<file path="src/rtl/player_input.sv">
// player_input: synchronise and debounce buttons into move levels and a held fire request
module player_input #(
    parameter int DEBOUNCE_CYCLES = 250000,
    parameter int CNT_W           = 18
) (
    input  logic clk,
    input  logic rst_n,
    input  logic btn_left,
    input  logic btn_right,
    input  logic btn_fire,
    input  logic fire_ack,
    output logic left,
    output logic right,
    output logic fire_req
);
    typedef enum logic {IDLE, PEND} state_t;
    state_t state, state_nxt;
    logic [2:0] raw, s1, s2, db;
    logic db_f_q, rise;

    assign raw = {btn_fire, btn_right, btn_left};

    // two-flop synchroniser per button
    always_ff @(posedge clk)
        if (!rst_n) begin
            s1 <= '0;
            s2 <= '0;
        end else begin
            s1 <= raw;
            s2 <= s1;
        end

    for (genvar i = 0; i < 3; i++) begin : g_db
        logic [CNT_W-1:0] cnt;
        logic             lvl;
        // accept a new level only once it has held for DEBOUNCE_CYCLES cycles
        always_ff @(posedge clk)
            if (!rst_n) begin
                cnt <= '0;
                lvl <= 1'b0;
            end else if (s2[i] == lvl) begin
                cnt <= '0;
            end else if (cnt == CNT_W'(DEBOUNCE_CYCLES - 1)) begin
                lvl <= s2[i];
                cnt <= '0;
            end else begin
                cnt <= cnt + 1'b1;
            end
        assign db[i] = lvl;
    end

    // registered movement levels with conflict cancel, and fire history for edge detect
    always_ff @(posedge clk)
        if (!rst_n) begin
            left   <= 1'b0;
            right  <= 1'b0;
            db_f_q <= 1'b0;
        end else begin
            left   <= db[0] & ~db[1];
            right  <= db[1] & ~db[0];
            db_f_q <= db[2];
        end

    assign rise = db[2] & ~db_f_q;

    // fire request state register
    always_ff @(posedge clk)
        if (!rst_n) state <= IDLE;
        else        state <= state_nxt;

    // a new press sets the request and wins over a same-cycle acknowledge
    always_comb
        state_nxt = rise ? PEND : (state == PEND && fire_ack) ? IDLE : state;

    assign fire_req = (state == PEND);
endmodule

</file>
<file path="config.mk">
export PLATFORM = sky130hd
export DESIGN_NAME = player_input
export DESIGN_NICKNAME = d
export VERILOG_FILES = /design/src/rtl/player_input.sv
export SDC_FILE = /design/constraint.sdc
export NUM_CORES = 1
export LEC_CHECK = 0
export CAP_MARGIN = 20
export CORE_MARGIN = 2
export CORE_UTILIZATION = 54
export CTS_CLUSTER_DIAMETER = 80
export CTS_CLUSTER_SIZE = 40
export DETAILED_ROUTE_END_ITERATION = 8
export PLACE_DENSITY = 0.74
export SETUP_SLACK_MARGIN = 0.15
export SLEW_MARGIN = 5
export SYNTH_ARGS = -nofsm -noshare
export SYNTH_HDL_FRONTEND = slang
export SYNTH_SLANG_ARGS = --single-unit
</file>
<file path="constraint.sdc">
create_clock -name clk -period 2.15 [get_ports clk]
set_clock_uncertainty 0.1 [all_clocks]
set_input_delay 0.215 -clock clk [delete_from_list [all_inputs] [get_ports clk]]
set_output_delay 0.215 -clock clk [all_outputs]
set_load 0.05 [all_outputs]
</file>
==> out/metrics.yaml <==
status: "finished, final reports clean"
cts.reportedPaths.clkPinSlew_ns: 0.07
clock_sinks: 67
setup_viol: 0
ys_types: 36
port_buffers: 8
crit_chain: "or4_1 > or4_4 > o211ai_4 > buf_12 > nor2_1"
syn_area_sq_um: 2880
area_delta_synth_final_pct: 14.90
drt_iter0_drc: 46
critPathSlowestCell: "or4_4"
syn_inst: 320
holdPathEnd: "s2[1]$_SDFF_PN0_"
yosysTopAreaCellShare_pct: 46.57
grt_pass1_vias: 2018
slowest_delay_ns: 0.55
critPathMaxFanout: 17
worstSkewPairLatency_ns: 0.33
yosys_warnings: 0
worstSetupEndpointType: "register"
htreeDepth: 3
netlist_top_cells_area: "dfxtp_1, xnor2_1, nor2_1"
cts_tree: "done"
rsz0062_at_grt: "yes"
vias_per_cell: 5.341
grt.overflow.total: 0
synth_fa_ha_area_share_pct: 1.303
dr_total_vias: 2238
synth_top_family_by_area: "simple AND/OR/NAND/NOR gates"
gp_congestion: 0.8045
worst-r2r-setup-slack_ns: 0.12
cts_buffer_depth: 2
fin_ws_ns: 0.1197
hold_start: "s1[1]$_SDFF_PN0_"
ant_nets: 0
n_antenna_cell: 0
maxCapViolCount: 0
fp.dieArea_sq_um: 5934
core_area_sq_um: 5140
cts-root-buf: "clkbuf_8"
yosysTopAreaCell: "dfxtp_1"
slew_viol_final: 0
antenna_found_initial: 0
vdd_drop_max_uv: 523.8
dp_worst_setup_slack_ns: 0.1243
hold_path_class: "register to register"
fp-row-count: 26
p_leak_nw: 1.017
grt_pass1_wl_um: 8935
grt_max_degree: 19
postRouteWirelength_um: 5056
dr.pass1.iters: 6
period_share_pct: 94.43
drive_gt1_share_pct: 9.742
power.density_nw_per_um2: 688.9
min_period_ns: 2.030
ys_ff_latch: 67
crit_path_start_kind: "register"
relSlewSlack_pct: 66.99
avgRoutedWirePerCell_um: 12.07
r2r-end: "g_db[2].cnt[11]$_SDFF_PP0_"
worst_slew_pin_slew_ns: 0.4936
dp_hpwl_um: 3544
synthXorXnorAreaFrac_pct: 13.68
cts_buffers: 9
io_pins: 9
reg2reg_depth: 5
finalHoldViolCount: 0
cp.required_ns: 2.27
die_h_um: 77.04
synth-compound-area-share_pct: 5.517
r2r-start: "g_db[2].cnt[6]$_SDFF_PP0_"
synth_mux_area_share_pct: 0.3475
grt.total_usage_pct: 18.93
criticalPathCategory: "register to register"
yosys.area_share.simple_pct: 29.67
syn_area_per_cell_sq_um: 9.001
final_net_count: 353
crit_arrival_ns: 2.15
drc: 0
start_util_pct: 56.04
syn_nets: 329
hold_depth: 1
nFillCells: 470
die_x_um: 77.04
hold_buffers: 0
fmax_mhz: 492.5
ys_seq_area_share_pct: 46.57
setup_tns_ns: 0
cells in the final DEF, fill, tap and decap left out, types with 6 or more instances in the layout:
master,count
dfxtp_1,65
nor2_1,60
xnor2_1,32
nand3_1,17
nand4_1,16
nand2_1,15
nor4_1,14
xor2_1,13
inv_1,13
buf_4,11
clkbuf_8,10
and2_1,8
a21oi_1,8
clkdlybuf4s50_1,8
nor3_1,6
critical path: cells and delay by family, from the launching register on:
| kind | cells | cell delay (ns) |
|---|---|---|
| buf+inv | 1 | 0.17 |
| compound gates | 1 | 0.20 |
| simple gates | 3 | 1.12 |
| flops | 1 | 0.34 |
synth_stat cells, drive strengths merged:
cell and number:
dfxtp 67, buf 2, ha 3, or2b 1
or2 1, xnor2 32, clkbuf 5, mux2i 1
or3 3, and4 3, xor2 13, o31ai 4
nand3 17, nand2 15, nor4b 2, and2 8
nor2 60, nor3 6, o21ai 3, nor3b 1
nand2b 2, or4b 3, nand4 17, inv 13
o211ai 2, and3 4, or4 7, nor4 14
a21oi 8, o41ai 3
layer usage:
metal | up-vias | wire length [um] | global-route usage, %
met4 | 0 | 110 | 9.464
met5 | - | 0 | 0
met3 | 12 | 174 | 6.353
met1 | 1031 | 2429 | 24.12
li1 | 1161 | - | -
met2 | 34 | 2340 | 28.68
area by class of cell:
cell class	count	area [sq um]	share of cell area, %
Multi-Input combinational cell	233	1459	44.08
Sequential cell	67	1344	40.61
Timing Repair Buffer	20	182.7	5.520
Clock buffer	14	152.6	4.612
Tap cell	70	87.58	2.647
Inverter	13	48.80	1.474
Clock inverter	2	35.03	1.059
registers in the layout (all words and copies together) (netlist names):
register and flops:
fire_req 1, g_db.cnt 54, g_db.lvl 3, left 1, right 1, s2 3
db_f_q 1, s1 3
logic make-up after synthesis:
group                      after synthesis
AOI/OAI and AO/OA                       20
xor gates and xnor gates                45
muxes                                    1
DFF                                     67
adders and majority gates                3
buffers and inverters                   20
and+or+nand+nor                        164
per-stage QoR:
| stage | hold WS, ns | area (sq um) | std cells | power, mW | util (%) |
|---|---|---|---|---|---|
| global route | 0.3458 | 3309 | 419 | 2.372 | 64.39 |
| CTS | 0.3385 | 3306 | 419 | 2.316 | 64.31 |
| finish | 0.3313 | 3309 | 419 | 2.280 | 64.39 |
| floorplan | 0.2423 | 2883 | 320 | 1.298 | - |
| global placement | 0.3229 | 3118 | 403 | 1.316 | 60.66 |
| detailed placement | 0.3276 | 3118 | 403 | 1.317 | 60.66 |
power breakdown:
group          total, mW  switching [mW]  leakage, nW  internal, mW
sequential          1.25         0.00356        0.542          1.25
clock              0.992           0.424       0.0947         0.568
combinational     0.0369          0.0179        0.380        0.0189
worst max-delay path by stage:
stage / start / to / cells after the start
3_3_place_gp: g_db[2].cnt[6]$_SDFF_PP0_ / g_db[2].cnt[17]$_SDFF_PP0_ / 5
2_1_floorplan: g_db[2].cnt[6]$_SDFF_PP0_ / g_db[2].cnt[6]$_SDFF_PP0_ / 5
5_1_grt: g_db[2].cnt[6]$_SDFF_PP0_ / g_db[2].cnt[17]$_SDFF_PP0_ / 5
6_report: g_db[2].cnt[6]$_SDFF_PP0_ / g_db[2].cnt[11]$_SDFF_PP0_ / 5
4_1_cts: g_db[2].cnt[6]$_SDFF_PP0_ / g_db[2].cnt[11]$_SDFF_PP0_ / 5
3_5_place_dp: g_db[2].cnt[6]$_SDFF_PP0_ / g_db[2].cnt[17]$_SDFF_PP0_ / 5
repair_timing:
item / in CTS / in global routing
endpoints found under the setup margin: 17 / 18
pin swaps: 0 / 0
resized for setup: 0 / 1
buffers inserted: 0 / 0
(Power assumes the default switching activity.)
==> edit 1, RTL diff (same settings) <==
Set the parameter `CNT_W` to 9 (it was 18).
--- a/src/rtl/player_input.sv
+++ b/src/rtl/player_input.sv
@@ -1,7 +1,7 @@
 // player_input: synchronise and debounce buttons into move levels and a held fire request
 module player_input #(
     parameter int DEBOUNCE_CYCLES = 250000,
-    parameter int CNT_W           = 18
+    parameter int CNT_W           = 9
 ) (
     input  logic clk,
     input  logic rst_n,
Formal check against the unedited RTL: no difference found for any inputs over 10 cycles, from zero or initial values and one cycle with rst_n low; that may be too few to reach the edited logic, so the function may still have changed.
==> edit 1 against the unedited design <==
  * Die area fell by 42%
  * Routed wire length fell by 44%
  * Critical path depth shrank 4
  * Synthesized area down 44%
  * Power down 44%
  * Setup slack improved by 0.19 ns
  * Cell area decreased by 46%
  * Sequential cell count down 27
  * Count of clock-buffer cells in the layout fell by 9
  * Critical path type is now reg2out
  * Largest cell class is now registers
==> edit 1: results (changes against the unedited design) <==
metric;value;unit;change
met2_usage;31.6;%;was 28.7%
groute.usage.overall;19.4;%;was 18.9%
path_max_fanout;2;;was 17
fillers;235;;was 470
place_hpwl;1.99;mm;was 3.54 mm
grt_pass1_wl;5.02;mm;was 8.94 mm
dr_wl_met2;1.38;mm;was 2.34 mm
dr.pass1.iters;4;;was 6
min_from;btn_right;;was s1[1]
ys_top_cells_by_count;40 x dfxtp_1, 15 x a21oi_1, 14 x nand2_1, 13 x nor2_1;;was 67 x dfxtp_1, 60 x nor2_1, 32 x xnor2_1, 17 x nand3_1, 16 x nand4_1
critPathArrivalTime;1.52;ns;was 2.15 ns
num_vias;1249;;was 2238
p_int;1.01;mW;was 1.83 mW
rrSetupSlack;0.46;ns;was 0.12 ns
hold_path_depth;2;;was 1
use_met1;22.6;%;was 24.1%
p_leak;0.596;nW;was 1.02 nW
min_path_type;in2reg;;was reg2reg
yosysSeqAreaShare;50.0;%;was 46.6%
placed_area;1720;sq um;was 3120 sq um
gp_routability_congestion;0.818;;was 0.805
outcome;completed;;unchanged
ff2ff_path_depth;4;;was 5
synth_area_leaders;dfxtp_1 50%, a21oi_1 4.7%, or3_1 4.3%;;was dfxtp_1 47%, xnor2_1 9.7%, nor2_1 7.8%
clkSlewWorstSetupHoldPaths;0.13;ns;was 0.07 ns
endpoint;fire_req;;was g_db[2].cnt[11]
met1Wirelength;1.29;mm;was 2.43 mm
place_inst;206;;was 403
-- edit 1: cell families after synthesis --
| logic type | after synthesis | share of synthesized area, % |
|---|---|---|
| AOI/OAI and AO/OA | 35 | 15.2 |
| xor gates and xnor gates | 9 | 4.92 |
| adders and majority gates | 3 | 2.34 |
| buffers and inverters | 9 | 2.19 |
| DFF | 40 | 50.0 |
| muxes | 1 | 0.625 |
| and+or+nand+nor | 72 | 24.7 |
-- edit 1: power groups by stage --
stage          Combinational, mW  Sequential, mW  Clock (mW)
2_1_floorplan             0.0178           0.767           0
3_3_place_gp              0.0298           0.768           0
3_5_place_dp              0.0314           0.768           0
4_1_cts                   0.0313           0.752       0.507
5_1_grt                   0.0348           0.753       0.532
6_report                  0.0309           0.752       0.492
-- edit 1: final cells by class --
type | instances | share of cell area, %
flip-flops and latches | 40 | 44.6
repair buffers | 9 | 4.88
well taps | 31 | 2.16
multi-input cells | 120 | 42.6
inverters | 6 | 1.25
clock buffers | 5 | 2.09
clock inverters | 3 | 2.37
==> edit 2, RTL diff (config.mk and constraints unchanged) <==
Without the edit above. Make the reset (`rst_n`) asynchronous in 4 clocked blocks.
--- a/src/rtl/player_input.sv
+++ b/src/rtl/player_input.sv
@@ -21,7 +21,7 @@
     assign raw = {btn_fire, btn_right, btn_left};
 
     // two-flop synchroniser per button
-    always_ff @(posedge clk)
+    always_ff @(posedge clk or negedge rst_n)
         if (!rst_n) begin
             s1 <= '0;
             s2 <= '0;
@@ -34,7 +34,7 @@
         logic [CNT_W-1:0] cnt;
         logic             lvl;
         // accept a new level only once it has held for DEBOUNCE_CYCLES cycles
-        always_ff @(posedge clk)
+        always_ff @(posedge clk or negedge rst_n)
             if (!rst_n) begin
                 cnt <= '0;
                 lvl <= 1'b0;
@@ -50,7 +50,7 @@
     end
 
     // registered movement levels with conflict cancel, and fire history for edge detect
-    always_ff @(posedge clk)
+    always_ff @(posedge clk or negedge rst_n)
         if (!rst_n) begin
             left   <= 1'b0;
             right  <= 1'b0;
@@ -64,7 +64,7 @@
     assign rise = db[2] & ~db_f_q;
 
     // fire request state register
-    always_ff @(posedge clk)
+    always_ff @(posedge clk or negedge rst_n)
         if (!rst_n) state <= IDLE;
         else        state <= state_nxt;
 
Formal check against the unedited RTL: no difference found for any inputs over 10 cycles, from zero or initial values and one cycle with rst_n low; that may be too few to reach the edited logic, so the function may still have changed.
==> edit 2 against the unedited design <==
  * Cell area up 15%
  * Synthesized cell count down 4.7%
  * Count of clock-buffer cells in the layout down 5
  * Setup slack better by 0.11 ns
  * Die area up 11%
  * Routed wire length up 17%
  * Worst hold slack worse by 0.12 ns
  * Global-route usage up 1.6 points
  * Synthesized area up 12%
  * Sequential cell count unchanged
  * Largest cell class is now registers
Power is not compared: it rests on default switching activity, and its combinational part moved more than twofold at a synthesized area within 25%.
==> edit 2: results (changes against the unedited design) <==
metric;value;unit;change
place_inst;394;;was 403
grt_pass1_vias;2326;;was 2018
path_max_fanout;4;;was 17
outcome;completed;;unchanged
stdcell_count;416;;was 419
fin_crit;1.92;ns;was 2.03 ns
yosysSeqAreaShare;52.0;%;was 46.6%
syn_to_final_growth;17.5;%;was 14.9%
worst_pin_slew;0.491;ns;was 0.494 ns
drive_gt1_share;15.5;%;was 9.74%
synth_area_leaders;dfrtp_1 52%, xnor2_1 7.1%, nor2_1 6.3%;;was dfxtp_1 47%, xnor2_1 9.7%, nor2_1 7.8%
startpoint;g_db[0].cnt[0];;was g_db[2].cnt[6]
ys_top_cells_by_count;67 x dfrtp_1, 54 x nor2_1, 26 x xnor2_1, 18 x nand2_1, 18 x xor2_1;;was 67 x dfxtp_1, 60 x nor2_1, 32 x xnor2_1, 17 x nand3_1, 16 x nand4_1
cts_resized;2;;was 0
gp_routability_congestion;0.854;;was 0.805
synth_cell_types;39;;was 36
syn_area_per_cell;10.6;sq um;was 9.00 sq um
placed_area;3440;sq um;was 3120 sq um
groute.usage.overall;20.6;%;was 18.9%
r2r-start;g_db[0].cnt[0];;was g_db[2].cnt[6]
wirelength;5.94;mm;was 5.06 mm
min_path_type;in2reg;;was reg2reg
postCtsHoldBufs;1;;was 0
cpPeakStageDelay;0.57;ns;was 0.55 ns
hold_path_end;s1[2];;was s2[1]
drt_iter0_drc;168;;was 46
## edit 2: cell count changes in the layout (fill, tap and decap cells not counted), moves of 5 or more
cell and delta:
and2_1 -7, dfrtp_1 +67, dfxtp_1 -65, nor2_1 -6, xnor2_1 -6, xor2_1 +5
## edit 2: final cells by class
class | count | share of cell area [%]
Clock buffer | 9 | 3.27
Clock inverter | 7 | 3.86
Inverter | 12 | 1.19
Multi-Input combinational cell | 221 | 39.5
Sequential cell | 67 | 44.2
Tap cell | 75 | 2.47
Timing Repair Buffer | 25 | 5.51
## edit 2: where the power goes
group | internal, mW | switching [mW] | total, mW
clock network | 0.898 | 0.506 | 1.40
logic | 0.0403 | 0.0578 | 0.0981
registers | 1.28 | 0.0194 | 1.30
total | 2.22 | 0.583 | 2.80
## edit 2: layer usage
metal  vias to the layer above  track usage [%]  wire length, microns
met5                         -                0                     0
met4                         0             9.49                   151
met3                        15             5.00                   140
met2                        34             33.6                  2940
met1                      1166             25.7                  2710
li1                       1133                -                     -
